--- config.mk ---
export PLATFORM = sky130hd
export DESIGN_NAME = crd_psh_tx_flat
export DESIGN_NICKNAME = d
export VERILOG_FILES = /design/src/rtl/crd_psh_tx_if.sv /design/src/rtl/crd_psh_tx.sv /design/src/flat_wrapper.sv
export SDC_FILE = /design/constraint.sdc
export NUM_CORES = 1
export LEC_CHECK = 0
export CAP_MARGIN = 20
export CORE_MARGIN = 5
export CORE_UTILIZATION = 38
export CTS_CLUSTER_SIZE = 10
export DETAILED_ROUTE_END_ITERATION = 10
export PLACE_DENSITY = 0.71
export SETUP_SLACK_MARGIN = 0.15
export SLEW_MARGIN = 10
export SYNTH_ARGS = -nofsm -noshare
export SYNTH_HDL_FRONTEND = slang
export SYNTH_SLANG_ARGS = --single-unit
--- constraint.sdc ---
create_clock -name clk -period 2.15 [get_ports clk]
set_input_delay 0.215 -clock clk [delete_from_list [all_inputs] [get_ports clk]]
set_output_delay 0.215 -clock clk [all_outputs]
set_load 0.02 [all_outputs]
--- src/rtl/crd_psh_tx_if.sv ---
// Upstream valid/ready, far-FIFO push, credit return and drain signals of crd_psh_tx.
// master: the transmitter side. slave: the environment (upstream producer plus far end).
interface crd_psh_tx_if #(
  parameter int DATA_WIDTH = 5,
  parameter int CNT_WIDTH  = 4
);
  logic                  in_vld;
  logic [DATA_WIDTH-1:0] in_dat;
  logic                  in_rdy;
  logic                  psh;
  logic [DATA_WIDTH-1:0] data_out;
  logic                  crd_rtn;
  logic                  rx_rdy;
  logic                  drain;
  logic                  drained;
  logic [CNT_WIDTH-1:0]  crd_cnt;
  logic                  err;

  modport master (
    input  in_vld, in_dat, crd_rtn, rx_rdy, drain,
    output in_rdy, psh, data_out, drained, crd_cnt, err
  );

  modport slave (
    output in_vld, in_dat, crd_rtn, rx_rdy, drain,
    input  in_rdy, psh, data_out, drained, crd_cnt, err
  );
endinterface

--- src/rtl/crd_psh_tx.sv ---
// Credit-based push transmitter feeding a remote flop-output FIFO of DEPTH entries.
// Optional sticky credit-protocol error flag built only when CRD_TX_ERR_EN is defined.
module crd_psh_tx #(
  parameter int DATA_WIDTH = 5,
  parameter int DEPTH      = 8,
  parameter int CNT_WIDTH  = $clog2(DEPTH) + 1
) (
  input  logic         clk,
  input  logic         rst,
  crd_psh_tx_if.master bus
);

  typedef enum logic [1:0] {
    INIT  = 2'd0,
    RUN   = 2'd1,
    DRAIN = 2'd2
  } state_e;

  localparam logic [CNT_WIDTH-1:0] FULL = CNT_WIDTH'(DEPTH);

  state_e                state_q, state_d;
  logic [CNT_WIDTH-1:0]  crd_q, crd_d;
  logic                  psh_q;
  logic [DATA_WIDTH-1:0] dat_q;
  logic                  rdy;
  logic                  xfer;

  // A simultaneous take and give cancel; a give at full credit is absorbed.
  function automatic logic [CNT_WIDTH-1:0] next_credit(
    input logic [CNT_WIDTH-1:0] cnt,
    input logic                 take,
    input logic                 give
  );
    logic [CNT_WIDTH-1:0] res;
    res = cnt;
    if (take && !give)
      res = cnt - CNT_WIDTH'(1);
    else if (give && !take && (cnt != FULL))
      res = cnt + CNT_WIDTH'(1);
    return res;
  endfunction

  assign rdy  = (state_q == RUN) && (crd_q != '0);
  assign xfer = bus.in_vld && rdy;

  always_comb begin
    state_d = state_q;
    crd_d   = crd_q;
    unique case (state_q)
      INIT: begin
        if (bus.rx_rdy)
          state_d = bus.drain ? DRAIN : RUN;
      end
      RUN: begin
        crd_d = next_credit(crd_q, xfer, bus.crd_rtn);
        if (bus.drain)
          state_d = DRAIN;
      end
      DRAIN: begin
        crd_d = next_credit(crd_q, 1'b0, bus.crd_rtn);
        if (!bus.drain)
          state_d = RUN;
      end
      default: state_d = INIT;
    endcase
  end

  always_ff @(posedge clk) begin
    if (rst) begin
      state_q <= INIT;
      crd_q   <= FULL;
      psh_q   <= 1'b0;
      dat_q   <= '0;
    end else begin
      state_q <= state_d;
      crd_q   <= crd_d;
      psh_q   <= xfer;
      if (xfer)
        dat_q <= bus.in_dat;
    end
  end

`ifdef CRD_TX_ERR_EN
  logic err_q;

  always_ff @(posedge clk) begin
    if (rst)
      err_q <= 1'b0;
    else if (bus.crd_rtn && ((state_q == INIT) || ((crd_q == FULL) && !xfer)))
      err_q <= 1'b1;
  end

  assign bus.err = err_q;
`else
  assign bus.err = 1'b0;
`endif

  assign bus.in_rdy   = rdy;
  assign bus.psh      = psh_q;
  assign bus.data_out = dat_q;
  assign bus.crd_cnt  = crd_q;
  assign bus.drained  = (state_q == DRAIN) && (crd_q == FULL) && !psh_q;

endmodule

--- src/flat_wrapper.sv ---
// flat-port wrapper written by rule: the top's interface ports become plain ports
module crd_psh_tx_flat 
#(
  parameter int DATA_WIDTH = 5,
  parameter int DEPTH      = 8,
  parameter int CNT_WIDTH  = $clog2(DEPTH) + 1
)
  (clk, rst, bus_in_vld, bus_in_dat, bus_crd_rtn, bus_rx_rdy, bus_drain, bus_in_rdy, bus_psh, bus_data_out, bus_drained, bus_crd_cnt, bus_err);
  crd_psh_tx_if #(.DATA_WIDTH(DATA_WIDTH), .CNT_WIDTH(CNT_WIDTH)) bus_i ();
  input  logic clk;
  input  logic rst;
  input wire logic [$bits(bus_i.in_vld)-1:0] bus_in_vld;
  input wire logic [$bits(bus_i.in_dat)-1:0] bus_in_dat;
  input wire logic [$bits(bus_i.crd_rtn)-1:0] bus_crd_rtn;
  input wire logic [$bits(bus_i.rx_rdy)-1:0] bus_rx_rdy;
  input wire logic [$bits(bus_i.drain)-1:0] bus_drain;
  output wire logic [$bits(bus_i.in_rdy)-1:0] bus_in_rdy;
  output wire logic [$bits(bus_i.psh)-1:0] bus_psh;
  output wire logic [$bits(bus_i.data_out)-1:0] bus_data_out;
  output wire logic [$bits(bus_i.drained)-1:0] bus_drained;
  output wire logic [$bits(bus_i.crd_cnt)-1:0] bus_crd_cnt;
  output wire logic [$bits(bus_i.err)-1:0] bus_err;
  assign bus_i.in_vld = bus_in_vld;
  assign bus_i.in_dat = bus_in_dat;
  assign bus_i.crd_rtn = bus_crd_rtn;
  assign bus_i.rx_rdy = bus_rx_rdy;
  assign bus_i.drain = bus_drain;
  assign bus_in_rdy = bus_i.in_rdy;
  assign bus_psh = bus_i.psh;
  assign bus_data_out = bus_i.data_out;
  assign bus_drained = bus_i.drained;
  assign bus_crd_cnt = bus_i.crd_cnt;
  assign bus_err = bus_i.err;
  crd_psh_tx #(.DATA_WIDTH(DATA_WIDTH), .DEPTH(DEPTH), .CNT_WIDTH(CNT_WIDTH)) u_core (.clk(clk), .rst(rst), .bus(bus_i));
endmodule
==> metrics.md <==
| Metric | Value |
|---|---|
| DRC Markers | `0` |
| WP data required | `~2300 ps` |
| Clk_skew | `between 2 and 3 ps` |
| Post-Syn Instances | `75` |
| Chip width | `between 50 and 60 microns` |
| Die Height | `52.13 microns` |
| Clock latency on the worst-skew pair | `260 ps` |
| Syn nets | `91` |
| First-pass GRT wire length | `about 2700 microns` |
| Yosys warns | `0` |
| Fin crit period | `just over 2000 ps` |
| Register area | `~250 sq um` |
| Most frequent cells in the layout | `clkdlybuf4s50_1, buf_4, nor2_1` |
| Buffers on Ports | `22` |
| Dpl ws | `-0.4452 ps` |
| Routed len/inst | `11.57 microns` |
| Critical Path Start Type | `flip-flop` |
| Footprint of the multi-input gates | `around 460 sq um` |
| Syn avg cell area | `8.992 sq um` |
| Clock transition at path regs | `70 ps` |
| 1st-pass router iterations | `4` |
| Share of cells above drive strength 1 | `about a third` |
| Die area | `between 0.002 and 0.003 sq mm` |
| Crit. End Element | `flip-flop` |
| IO Count | `24` |
| HPWL Detailed | `~1100 microns` |
| Lkg Pwr | `roughly 0.47 nW` |
| Max clock buf depth | `2` |
| HP Start | `u_core.bus.data_out[0]` |
| Hold WC Path Type | `flip-flop to flip-flop` |
| Nets@finish | `129` |
| Crit path from | `u_core.state_q[1]` |
| Peak supply drop | `between 0.6 and 0.7 mV` |
| Fin. Hold Viols | `0` |
| RSZ-0062 raised after global routing | `yes` |
| Yosys top cell by area | `dfxtp_1` |
| Vias in the first global route | `638` |
| Vias/cell | `4.825` |
| Grt total ovfl | `0` |
| Top area cells in the synthesized netlist | `dfxtp_1, mux2i_1, ha_1` |
| Clk sinks | `12` |
| Vias | `between 600 and 700` |
| Data arrival, critical path | `2220 ps` |
| All-Layer GR Usage | `between 10% and 20%` |
| Seq/Total Area, Yosys | `35.62%` |
| GP Congestion | `about 0.83` |
| Cell Area, Synth | `674.4 sq um` |
| Final WS setup | `121.6 ps` |
| Synth top area share | `about 36%` |
| Filler instances | `approximately 130` |
| Max Cap Viol | `0` |
| CTS tree | `built` |
| Largest net degree at the start of global routing | `14` |
| Setup TNS Final | `0 ps` |
| Num CTS Buffers | `3` |
| PD cells | `about 1100 mW/mm^2` |
| Initial antenna violation count | `0` |
| R2r startpoint | `u_core.state_q[1]` |
| # rows | `15` |
| Area Growth Syn to Fin | `68.46%` |
| Antenna cells | `0` |
| Period utilization | `94.34%` |
| Initial DRC Count | `15` |
| Clock Root Buffer | `clkbuf_4` |
| Starting Density | `between 30% and 40%` |
| Critical path type | `flip-flop to flip-flop` |
| Pins Over Slew Limit | `0` |
| Final setup violation count | `0` |
| Most common cell after layout, fill and taps aside | `clkdlybuf4s50_1` |
| Achievable Freq | `slightly below 500 MHz` |
| Pwr Total | `0.001256 W` |
| #FFs+latches synth | `12` |
| Hold-fix buffers, CTS | `0` |
| Status | `complete, no violations` |
| H-tree Lvls | `1` |
| Post-route ant nets | `0` |
| Total Wirelength | `1585 microns` |
| Worst Path Max Fanout | `4` |
| Std-Cell Core Area | `between 0.0015 and 0.002 sq mm` |
| Count of different cell masters after synthesis | `27` |
-- layer usage --
| metal | track usage [%] | share of wire [%] |
|---|---|---|
| met1 | 17.34 | 48 |
| met2 | 21.34 | 46 |
| met4 | 2.620 | 0.63 |
| met3 | 4.011 | 4.5 |
| met5 | 0 | 0 |
-- cells in the mapped netlist --
| cell type | n |
|---|---|
| dfxtp_1 | 12 |
| nor2_1 | 11 |
| mux2i_1 | 8 |
| inv_1 | 7 |
| ha_1 | 5 |
| a21oi_1 | 3 |
| o21ai_0 | 3 |
| a211o_1 | 2 |
| a211oi_1 | 2 |
| nand2_1 | 2 |
| nor2b_1 | 2 |
| or4_1 | 2 |
| xnor2_1 | 2 |
| a221oi_1 | 1 |
| a31o_4 | 1 |
| and4b_1 | 1 |
| buf_2 | 1 |
| buf_4 | 1 |
| clkbuf_1 | 1 |
| conb_1 | 1 |
| nand3b_1 | 1 |
| nand4_1 | 1 |
| nor3_1 | 1 |
| nor3b_1 | 1 |
| nor3b_2 | 1 |
| o211ai_1 | 1 |
| or3_1 | 1 |
-- power breakdown --
group | switching [W] | internal [W]
Clock | 0.0000719 | 0.000103
Combinational | 0.000351 | 0.000412
Sequential | 0.0000381 | 0.000280
Total | 0.000461 | 0.000794
-- worst max-delay path: stages, from the launching register on --
cell and delay [ps]:
dfxtp_4 350, buf_4 140, ha_4 160, buf_6 110, and4b_1 180, a211o_1 280
a31o_4 260, or3_4 380, a21oi_2 110
-- area by class of cell --
type	count	share of cell area, %
multi-input cells	53	40.31
clock buffers	4	3.194
flip-flops and latches	12	22.25
repair buffers	36	28.74
well taps	25	2.753
inverters	7	2.753
-- stage by stage --
step	std cells	instance area (sq um)	hold WS [ps]	utilization, %
floorplan	75	719.4	294.3	-
global placement	128	1016	475.8	59.49
detailed placement	128	1016	483.1	59.49
CTS	137	1114	513.2	65.20
global route	137	1136	522.8	66.52
finish	137	1136	503.1	66.52
-- final timing paths --
check                           endpoint  slack (ps)  cells past startpoint
hold / removal    u_core.bus.data_out[0]         500                      2
hold reg to reg   u_core.bus.data_out[0]         500                      2
setup reg to reg   u_core.bus.crd_cnt[2]         120                      8
setup / recovery   u_core.bus.crd_cnt[2]         120                      8
-- state kept, by name, indices dropped and copies added (netlist names) --
register             cells
u_core.bus.psh           1
u_core.state_q           2
u_core.bus.crd_cnt       4
u_core.bus.data_out      5
-- kinds of logic (layout without fill, tap and decap cells) --
family	after synthesis	in the layout	share of synthesized area, %
buffers and inverters	10	47	6.308
adder cells (fa/ha/maj)	5	5	9.276
other	1	1	0.5561
XOR/XNOR	2	2	2.598
flip-flops	12	12	35.62
AO/OA/AOI/OAI	13	13	14.29
AND/OR/NAND/NOR	24	24	19.48
multiplexers	8	8	11.87
-- repair_timing --
item / 4_1_cts / 5_1_grt
endpoints found under the setup margin: 5 / 2
resized for setup: 11 / 4
buffers inserted: 5 / 0
pin swaps: 5 / 6
(Power assumes the default switching activity.)
